### config.mk
export PLATFORM = sky130hd
export DESIGN_NAME = cc_muxx_pipe
export DESIGN_NICKNAME = d
export VERILOG_FILES = /design/src/rtl/cc_muxx_pipe.sv
export SDC_FILE = /design/constraint.sdc
export NUM_CORES = 1
export LEC_CHECK = 0
export CAP_MARGIN = 20
export CORE_AREA = 2 2 229 231
export CTS_CLUSTER_DIAMETER = 50
export CTS_CLUSTER_SIZE = 10
export DETAILED_ROUTE_END_ITERATION = 6
export DIE_AREA = 0 0 231 233
export SETUP_SLACK_MARGIN = 0.4
export SKIP_LAST_GASP = 1
export SLEW_MARGIN = 20
export SYNTH_ARGS = -nofsm -noshare
export SYNTH_HDL_FRONTEND = slang
export SYNTH_SLANG_ARGS = --single-unit
### constraint.sdc
create_clock -name CC_MUXX_PIPE_CLOCK_50 -period 2.85 [get_ports CC_MUXX_PIPE_CLOCK_50]
set_input_delay 0.285 -clock CC_MUXX_PIPE_CLOCK_50 [delete_from_list [all_inputs] [get_ports CC_MUXX_PIPE_CLOCK_50]]
set_output_delay 0.285 -clock CC_MUXX_PIPE_CLOCK_50 [all_outputs]
set_load 0.1 [all_outputs]
### src/rtl/cc_muxx_pipe.sv
// Pipelined dual-port register-read selector: two addressed channels, registered, valid/ready.
// Ports: clk/rst, flattened channel bus, A/B addresses, req/rsp handshake, A/B data, addrErr. Option: CC_MUXX_PIPE_ZERO_REG_EN.
module cc_muxx_pipe #(
  parameter int DATAWIDTH_BUS           = 32,
  parameter int DATAWIDTH_MIR_DIRECTION = 6,
  parameter int NUM_CHANNELS            = 16
) (
  input  logic                                  CC_MUXX_PIPE_CLOCK_50,
  input  logic                                  CC_MUXX_PIPE_RESET_InHigh,
  input  logic [NUM_CHANNELS*DATAWIDTH_BUS-1:0] CC_MUXX_PIPE_data_InBus,
  input  logic [DATAWIDTH_MIR_DIRECTION-1:0]    CC_MUXX_PIPE_AddressA_InBus,
  input  logic [DATAWIDTH_MIR_DIRECTION-1:0]    CC_MUXX_PIPE_AddressB_InBus,
  input  logic                                  CC_MUXX_PIPE_reqValid_In,
  output logic                                  CC_MUXX_PIPE_reqReady_Out,
  output logic [DATAWIDTH_BUS-1:0]              CC_MUXX_PIPE_dataA_OutBus,
  output logic [DATAWIDTH_BUS-1:0]              CC_MUXX_PIPE_dataB_OutBus,
  output logic                                  CC_MUXX_PIPE_rspValid_Out,
  input  logic                                  CC_MUXX_PIPE_rspReady_In,
  output logic [1:0]                            CC_MUXX_PIPE_addrErr_Out
);

  localparam int W  = DATAWIDTH_BUS;
  localparam int AW = DATAWIDTH_MIR_DIRECTION;
  localparam logic [AW:0] NCH = NUM_CHANNELS[AW:0];

  localparam logic [0:0] EMPTY = 1'b0;
  localparam logic [0:0] FULL  = 1'b1;

  logic              clk;
  logic              rst;
  logic [0:0]        state;
  logic              accept;
  logic              rsp_valid;
  logic [W-1:0]      ch [NUM_CHANNELS];
  logic [1:0][AW-1:0] addr;
  logic [1:0][W-1:0] res;
  logic [1:0]        err;

  assign clk = CC_MUXX_PIPE_CLOCK_50;
  assign rst = CC_MUXX_PIPE_RESET_InHigh;

  assign addr[0] = CC_MUXX_PIPE_AddressA_InBus;
  assign addr[1] = CC_MUXX_PIPE_AddressB_InBus;

  for (genvar k = 0; k < NUM_CHANNELS; k++) begin : g_ch
    assign ch[k] = CC_MUXX_PIPE_data_InBus[k*W +: W];
  end

  for (genvar p = 0; p < 2; p++) begin : g_port
    logic [W-1:0] pick;

    // No match (out of range) leaves channel 0 selected.
    always_comb begin
      pick = ch[0];
      for (int k = 0; k < NUM_CHANNELS; k++) begin
        if (addr[p] == k[AW-1:0]) pick = ch[k];
      end
    end

    // Constant-false when every address value is a real channel.
    assign err[p] = !({1'b0, addr[p]} < NCH);

`ifdef CC_MUXX_PIPE_ZERO_REG_EN
    assign res[p] = (err[p] || addr[p] == '0) ? '0 : pick;
`else
    assign res[p] = pick;
`endif
  end

  assign rsp_valid = (state == FULL);
  assign CC_MUXX_PIPE_rspValid_Out = rsp_valid;

  // Reset term keeps ready high even while a stalled result is being flushed.
  assign CC_MUXX_PIPE_reqReady_Out = rst || !rsp_valid || CC_MUXX_PIPE_rspReady_In;

  assign accept = CC_MUXX_PIPE_reqValid_In && CC_MUXX_PIPE_reqReady_Out;

  always_ff @(posedge clk) begin
    if (rst) begin
      state                     <= EMPTY;
      CC_MUXX_PIPE_dataA_OutBus <= '0;
      CC_MUXX_PIPE_dataB_OutBus <= '0;
      CC_MUXX_PIPE_addrErr_Out  <= 2'b00;
    end else if (accept) begin
      state                     <= FULL;
      CC_MUXX_PIPE_dataA_OutBus <= res[0];
      CC_MUXX_PIPE_dataB_OutBus <= res[1];
      CC_MUXX_PIPE_addrErr_Out  <= err;
    end else if (rsp_valid && CC_MUXX_PIPE_rspReady_In) begin
      state <= EMPTY;
    end
  end

endmodule

==> results of run 1 <==
worst paths after layout:
path	from	endpoint	slack, ns	cells after the start
max	CC_MUXX_PIPE_AddressB_InBus[4]	CC_MUXX_PIPE_dataB_OutBus[7]	0.38	9
min	CC_MUXX_PIPE_RESET_InHigh	CC_MUXX_PIPE_rspValid_Out	0.30	2
max reg2reg	CC_MUXX_PIPE_rspValid_Out	CC_MUXX_PIPE_dataB_OutBus[9]	0.65	8
min reg2reg	CC_MUXX_PIPE_dataB_OutBus[4]	CC_MUXX_PIPE_dataB_OutBus[4]	0.49	2
flip-flops by register name, indices dropped and copies added (netlist names):
signal	count
CC_MUXX_PIPE_dataA_OutBus	32
CC_MUXX_PIPE_dataB_OutBus	32
CC_MUXX_PIPE_rspValid_Out	1
CC_MUXX_PIPE_addrErr_Out	2
cells in the mapped netlist (44+ instances only):
| cell type | n |
|---|---|
| o211ai_1 | 44 |
| nand3_1 | 55 |
| mux2i_1 | 102 |
| a21oi_1 | 196 |
| a211oi_1 | 61 |
| o21ai_0 | 221 |
| o22ai_1 | 75 |
| buf_2 | 59 |
| nor2_1 | 181 |
| dfxtp_1 | 67 |
| a22oi_1 | 50 |
| nor3_1 | 57 |
| a221oi_1 | 56 |
| clkbuf_1 | 123 |
| nand2_1 | 154 |
power by group through the flow:
| stage | Combinational (mW) | Clock (mW) | Sequential (mW) |
|---|---|---|---|
| after floorplan | 1.01 | 0 | 1.74 |
| after global placement | 3.87 | 0 | 1.14 |
| after detailed placement | 3.85 | 0 | 1.14 |
| after CTS | 3.91 | 1.41 | 1.12 |
| after global routing | 4.15 | 1.43 | 1.13 |
| final | 4.09 | 1.41 | 1.13 |
timing repair:
item / 4_1_cts / 5_1_grt
hold buffers: 0 / 0
buffers inserted: 2 / 15
pin swaps: 18 / 21
setup endpoints to repair: 55 / 54
gates cloned: 1 / 2
gates resized for setup: 83 / 59
metrics by stage:
| step | setup WS [ns] | instances | util, % |
|---|---|---|---|
| after floorplan | 0.634 | 1939 | - |
| after global placement | -0.438 | 3447 | 43.9 |
| after detailed placement | -0.347 | 3447 | 43.9 |
| after CTS | 0.393 | 3466 | 45.2 |
| after global routing | 0.411 | 3483 | 46.1 |
| final | 0.383 | 3484 | 46.1 |
final cells by class:
class,count,area (um2)
Multi-Input combinational cell,1659,11200
Tap cell,680,851
Clock inverter,7,116
Sequential cell,67,1340
Clock buffer,9,225
Timing Repair Buffer,1048,9810
Antenna cell,1,2.50
Fill cell,5248,27600
Inverter,13,48.8
cell usage in the layout, fill, tap and decap left out, drive strengths merged, types with 8 or more instances in the layout:
| master | instances |
|---|---|
| a221oi | 56 |
| and3 | 40 |
| a211o | 8 |
| mux2i | 102 |
| or3 | 12 |
| a21o | 15 |
| mux2 | 24 |
| o31ai | 20 |
| clkdlybuf4s50 | 514 |
| a22oi | 50 |
| o221ai | 24 |
| o221a | 13 |
| o21ai | 225 |
| nand2b | 17 |
| a22o | 13 |
| nand3 | 55 |
| a32oi | 10 |
| dfxtp | 67 |
| nor2b | 23 |
| a211oi | 63 |
| o22ai | 75 |
| o211ai | 44 |
| a221o | 15 |
| inv | 11 |
| a31oi | 19 |
| mux4 | 13 |
| a2111oi | 13 |
| a21oi | 196 |
| nor3 | 57 |
| buf | 524 |
| nor2 | 189 |
| nand2 | 154 |
| clkbuf | 11 |
critical path: cells and delay by family:
kind	cells	cell delay [ns]
buffers and inverters	4	0.75
AND/OR/NAND/NOR	2	0.81
AO/OA/AOI/OAI	3	0.92
routing by layer:
| layer | up-vias | routed length [um] | GRT usage (%) |
|---|---|---|---|
| met5 | - | 64 | 0 |
| met4 | 8 | 6770 | 19.1 |
| met3 | 363 | 16000 | 11.7 |
| met2 | 2002 | 53100 | 67.9 |
| met1 | 10900 | 50400 | 59.3 |
| li1 | 9369 | - | - |
cells by family after synthesis:
logic type,count (synthesis),share of synthesized area (%)
AO/OA/AOI/OAI,932,48.3
XOR/XNOR,1,0.0682
buffers and inverters,214,6.94
flip-flops,67,10.4
multiplexers,139,12.3
AND/OR/NAND/NOR,586,21.9
==> results.sh, run 1 <==
export IMPL_cpPeakStageDelay_ns=0.65
export IMPL_viasPerCell=6.51
export IMPL_cts_tree="yes"
export IMPL_hold_viol=0
export IMPL_slew_headroom_pct=40.9
export IMPL_violations="design-rule violations"
export IMPL_syn_area_per_cell_um2=6.63
export IMPL_synth_top_area_share_pct=10.4
export IMPL_num_io_pins=596
export IMPL_finalCritPeriodShare_pct=86.6
export IMPL_initial_core_util_pct=25.2
export IMPL_fin_setup_tns_ns=0
export IMPL_skew_ns=0.0138
export IMPL_fmax_mhz=405
export IMPL_first_global_vias=21300
export IMPL_drc=1
export IMPL_core_area_mm2=0.0511
export IMPL_power_internal_mw=3.49
export IMPL_area_delta_synth_final_pct=83.2
export IMPL_dr_pass1_iters=7
export IMPL_p_total_mw=6.63
export IMPL_worst_endpoint_arrival_ns=2.78
export IMPL_syn_inst=1939
export IMPL_pwr_share_clk_pct=21.2
export IMPL_fp_dieH_um=233
export IMPL_drtIter0Drc=3581
export IMPL_yosys_warnings=0
export IMPL_cts_inserted_buffers=9
export IMPL_hold_ws_ns=0.298
export IMPL_routed_wl_mm=126
export IMPL_dp_hpwl_mm=105
export IMPL_globalplace_congestion=1.05
export IMPL_htreeDepth=3
export IMPL_cts_root_buf="clkbuf_16"
export IMPL_status="complete, but fails checks"
export IMPL_ctsLongestPathBuffers=2
export IMPL_worstSetupStartpointType="input pin"
export IMPL_max_slew_worst_pin_slew_ns=0.884
export IMPL_async_flop_share_pct=0
export IMPL_synth_distinct_cells=80
export IMPL_cpMaxStageDelayCell="or4_4"
export IMPL_dieWidth_um=231
export IMPL_ir_drop_mv=0.253
export IMPL_drive_above_1_share_pct=24.8
export IMPL_finalSetupViolCount=0
export IMPL_ant_nets=0
export IMPL_wl_per_cell_um=36.3
export IMPL_endpoint_kind="flop"
export IMPL_ys_flop_type="dfxtp_1"
export IMPL_antenna_found_initial=6
export IMPL_maxSlewViolCount=0
export IMPL_syn_num_nets=2467
export IMPL_worstHoldPathType="in -> reg"
export IMPL_fin_crit_ns=2.47
export IMPL_grt_max_degree=39
export IMPL_netlist_top_cells_area="dfxtp_1, o21ai_0, mux2i_1"
export IMPL_rsz0062_at_grt="no"
export IMPL_switchingPower_mw=3.13
export IMPL_grt_remaining_overflow=0
export IMPL_num_rows=83
export IMPL_finalNetCount=3326
export IMPL_yosysSeqAreaShare_pct=10.4
export IMPL_synth_edff_count=0
export IMPL_clock_latency_ns=0.38
export IMPL_synth_area_mm2=0.0129
export IMPL_seq_power_share_pct=17.0
export IMPL_grtUsageTotal_pct=44.7
export IMPL_yosys_register_bits=67
export IMPL_yosys_area_top_type="dfxtp_1"
export IMPL_die_area_mm2=0.0538
export IMPL_leakage_nw=9.39
export IMPL_drv_cap=0
export IMPL_place_area_mm2=0.0224
export IMPL_pwr_density_cell_mw_per_mm2=281
export IMPL_critPathRequiredTime_ns=3.16
export IMPL_cts_sinks=67
export IMPL_grt_pass1_wl_mm=170
export IMPL_swShare_pct=47.3
export IMPL_worstPathMaxFanout=9
export IMPL_io_buffers=595
export IMPL_num_vias=22700
export IMPL_cp_cell_sequence="dlygate4sd2_1 > buf_12 > or4_4 > nor2_4 > buf_4 > buf_4 > a21oi_1 > a21oi_1 > o311a_1"
export IMPL_fin_area_mm2=0.0235
export IMPL_crit_type="in -> reg"
export IMPL_clkTransAtPathRegs_ns=0.07
export IMPL_p_comb_share_pct=61.7
No activity file was read; power rests on OpenSTA's default activity.
==> run 2: changes to the inputs <==
==> config.mk (replaced) <==
export PLATFORM = sky130hd
export DESIGN_NAME = cc_muxx_pipe
export DESIGN_NICKNAME = d
export VERILOG_FILES = /design/src/rtl/cc_muxx_pipe.sv
export SDC_FILE = /design/constraint.sdc
export NUM_CORES = 1
export LEC_CHECK = 0
export ABC_AREA = 1
export CAP_MARGIN = 20
export CORE_AREA = 2 2 234 236
export CTS_CLUSTER_DIAMETER = 50
export CTS_CLUSTER_SIZE = 10
export DETAILED_ROUTE_END_ITERATION = 6
export DIE_AREA = 0 0 236 238
export DONT_BUFFER_PORTS = 1
export SETUP_SLACK_MARGIN = 0.4
export SKIP_LAST_GASP = 1
export SLEW_MARGIN = 0
export SYNTH_ARGS = -nofsm -noshare
export SYNTH_HDL_FRONTEND = slang
export SYNTH_SLANG_ARGS = --single-unit
==> run 2 against run 1 <==
The run now ends clean. Power fell by 32%. Critical path depth increased by 12. Highest routed layer unchanged. Die area rose by 4.4%. Register-to-register slack better by 0.44 ns. Critical path type unchanged. Fmax fell by 0.85%. Non-clock buffer count shrank 869. Sequential power is 42% higher.
==> results.sh, run 2 <==
export IMPL_status="complete, no violations"
export IMPL_pwr_share_clk_pct=26.8
export IMPL_yosys_area_top_type="nand2_1"
export IMPL_syn_inst=2883
export IMPL_hold_viol=0
export IMPL_synth_xor_area_share_pct=0
export IMPL_grt_remaining_overflow=0
export IMPL_syn_area_per_cell_um2=4.73
export IMPL_clkTransAtPathRegs_ns=0.06
export IMPL_slew_headroom_pct=24.7
export IMPL_htreeDepth=3
export IMPL_top_regs="CC_MUXX_PIPE_dataA_OutBus (32), CC_MUXX_PIPE_dataB_OutBus (32), CC_MUXX_PIPE_addrErr_Out (2)"
export IMPL_worstHoldPathType="in -> reg"
export IMPL_synthMuxAreaShare_pct=0
export IMPL_synth_top_family_by_area="simple AND/OR/NAND/NOR gates"
export IMPL_maxSlewViolCount=0
export IMPL_die_area_mm2=0.0562
export IMPL_cpMaxStageDelayCell="a21oi_4"
export IMPL_drv_cap=0
export IMPL_post_synth_top_count_cell="nand2_1"
export IMPL_ys_flop_type="dfxtp_1"
export IMPL_grt_max_degree=65
export IMPL_synthAdderAreaFrac_pct=0
export IMPL_yosysSeqAreaShare_pct=9.83
export IMPL_syn_num_nets=3411
export IMPL_ant_nets=0
export IMPL_cp_common_cell="nand2_1"
export IMPL_area_delta_synth_final_pct=21.5
export IMPL_cpPeakStageDelay_ns=0.22
export IMPL_whs_path_depth=1
export IMPL_num_rows=85
export IMPL_cp_cell_sequence="nor2_4 > buf_4 > nand3_4 > buf_12 > clkbuf_16 > nand2_1 > o21ai_1 > o21ai_0 > nand3_1 > o211ai_1 > nand2_1 > a21oi_4 > o21ai_1 > nand2_1 > nand2_1 > nand2_1 > nand3_1 > nand2_1 > nand2_1 > nand2_1 > a21oi_1"
export IMPL_ir_drop_mv=0.536
export IMPL_synth_compound_area_share_pct=23.8
export IMPL_pwr_density_cell_mw_per_mm2=270
export IMPL_crit_path_start="CC_MUXX_PIPE_AddressA_InBus[4]"
export IMPL_yosys_warnings=0
export IMPL_critPathRequiredTime_ns=3.09
export IMPL_synth_top_area_share_pct=29.2
export IMPL_synth_area_mm2=0.0136
export IMPL_wl_per_cell_um=25.4
export IMPL_async_flop_share_pct=0
export IMPL_routed_wl_mm=90.9
export IMPL_ctsLongestPathBuffers=2
export IMPL_power_internal_mw=2.24
export IMPL_dr_pass1_iters=6
export IMPL_yosys_register_bits=67
export IMPL_leakage_nw=8.21
export IMPL_num_io_pins=596
export IMPL_worst_r2r_path_depth=8
export IMPL_drtIter0Drc=2192
export IMPL_p_comb_share_pct=37.5
export IMPL_first_global_vias=17600
export IMPL_cts_sinks=67
export IMPL_fp_dieH_um=238
export IMPL_layout_commonest_cell="nand2_1"
export IMPL_dp_slack_ns=-0.199
export IMPL_yosys_area_share_simple_pct=49.6
export IMPL_skew_ns=0.00673
export IMPL_initial_core_util_pct=25.5
export IMPL_r2r_start="CC_MUXX_PIPE_rspValid_Out"
export IMPL_fill_cells=6224
export IMPL_seq_power_share_pct=35.7
export IMPL_io_buffers=0
export IMPL_netlist_top_cells_area="nand2_1, nand3_1, a21oi_1"
export IMPL_layout_common_cells="nand2_1, inv_1, a21oi_1, nand3_1, o21ai_0"
export IMPL_cts_tree="yes"
export IMPL_synth_edff_count=0
export IMPL_antenna_found_initial=10
export IMPL_viasPerCell=5.39
export IMPL_worstPathMaxFanout=5
export IMPL_worstSetupStartpointType="input pin"
export IMPL_globalplace_congestion=1.04
export IMPL_grtUsageTotal_pct=30.1
export IMPL_finalNetCount=3404
export IMPL_grt_pass1_wl_mm=124
export IMPL_r2r_slack_ns=1.09
export IMPL_synth_common_cells="nand2_1, inv_1, nand3_1"
export IMPL_drive_above_1_share_pct=15.6
export IMPL_whs_endpoint="CC_MUXX_PIPE_dataA_OutBus[18]"
export IMPL_switchingPower_mw=2.24
export IMPL_finalSetupViolCount=0
export IMPL_hp_start="CC_MUXX_PIPE_RESET_InHigh"
export IMPL_crit_type="in -> reg"
export IMPL_worst_endpoint_arrival_ns=2.73
export IMPL_utilization_pct=31.0
export IMPL_dieWidth_um=236
export IMPL_rsz0062_at_grt="yes"
export IMPL_core_area_mm2=0.0535
export IMPL_dp_hpwl_mm=74.0
export IMPL_max_slew_worst_pin_slew_ns=1.13
export IMPL_num_vias=19300
export IMPL_endpoint_kind="flop"
export IMPL_swShare_pct=50.0
export IMPL_clock_latency_ns=0.35
export IMPL_layout_setup_ws_ns=0.362
export IMPL_cts_root_buf="clkbuf_16"
export IMPL_synth_distinct_cells=29
export IMPL_fin_crit_ns=2.49
export IMPL_drc=0
export IMPL_finalCritPeriodShare_pct=87.3
export IMPL_cts_inserted_buffers=9
export IMPL_r2r_end="CC_MUXX_PIPE_dataA_OutBus[8]"
export IMPL_fmax_mhz=402
-- run 2: cell types whose count changed after synthesis, moves of 61 or more --
cell	before	now
a21oi_1	196	302
nand3_1	55	315
nand2_1	154	1061
o22ai_1	75	0
a211oi_1	61	0
inv_1	11	358
mux2i_1	102	0
-- run 2: metal layers --
metal	global-route usage (%)	up-vias	routed length [um]	part of all wire (%)
li1	-	9114	-	-
met1	37.3	8831	35700	39
met2	48.9	1159	40200	44
met3	7.94	207	10300	11
met4	13.5	4	4720	5.2
met5	0	-	22	0.024
-- run 2: cell type report --
type	instances	area, um2	area share [%]
Timing Repair Buffer	179	1820	11.0
Clock inverter	7	81.3	0.491
Multi-Input combinational cell	2244	10800	65.0
Clock buffer	9	225	1.36
Antenna cell	7	17.5	0.106
Timing Repair inverter	1	7.51	0.0453
Tap cell	696	871	5.25
Sequential cell	67	1350	8.11
Inverter	374	1450	8.72
-- run 2: power groups by stage --
| stage | Sequential (mW) | Combinational [mW] | Clock (mW) |
|---|---|---|---|
| 6_report | 1.60 | 1.68 | 1.20 |
| 5_1_grt | 1.61 | 1.83 | 1.24 |
| 4_1_cts | 1.60 | 1.51 | 1.20 |
| 3_5_place_dp | 1.62 | 1.51 | 0 |
| 3_3_place_gp | 1.62 | 1.50 | 0 |
| 2_1_floorplan | 1.63 | 0.902 | 0 |
-- run 2: stage by stage --
step                setup TNS (ns)  power (mW)  instance area (um2)  instances  hold WS [ns]
global route                     0        4.67                16600       3583       0.00990
global placement             -1.52        3.12                15000       3517         0.370
floorplan                        0        2.53                13700       2883         0.396
CTS                              0        4.32                15400       3537       0.00318
detailed placement           -1.61        3.12                15000       3517         0.368
finish                           0        4.48                16600       3584        0.0136
-- run 2: worst max-delay path by stage --
stage                                          to  slack, ns  cells past startpoint
detailed placement   CC_MUXX_PIPE_dataA_OutBus[1]      -0.20                     20
finish              CC_MUXX_PIPE_dataA_OutBus[30]       0.36                     21
global route        CC_MUXX_PIPE_dataA_OutBus[26]       0.31                     22
CTS                 CC_MUXX_PIPE_dataA_OutBus[11]       0.37                     23
floorplan            CC_MUXX_PIPE_dataA_OutBus[0]       0.40                      9
global placement    CC_MUXX_PIPE_dataA_OutBus[26]      -0.17                     21
-- run 2: logic make-up after synthesis --
kind of cell	count (synthesis)
DFF	67
AOI/OAI and AO/OA	617
buffers and inverters	572
and+or+nand+nor	1627
-- run 2: repair_timing --
action / 4_1_cts / 5_1_grt
endpoints found under the hold margin: 3 / 0
pin swaps: 0 / 71
endpoints found under the setup margin: 30 / 59
gates cloned: 0 / 9
gates resized for setup: 14 / 212
buffers inserted: 3 / 31
hold buffers: 1 / 0
-- run 2: critical path, delay by kind of cell --
| family | cells | cell delay [ns] |
|---|---|---|
| buffers and inverters | 3 | 0.47 |
| AO/OA/AOI/OAI | 6 | 0.77 |
| AND/OR/NAND/NOR | 12 | 1.18 |
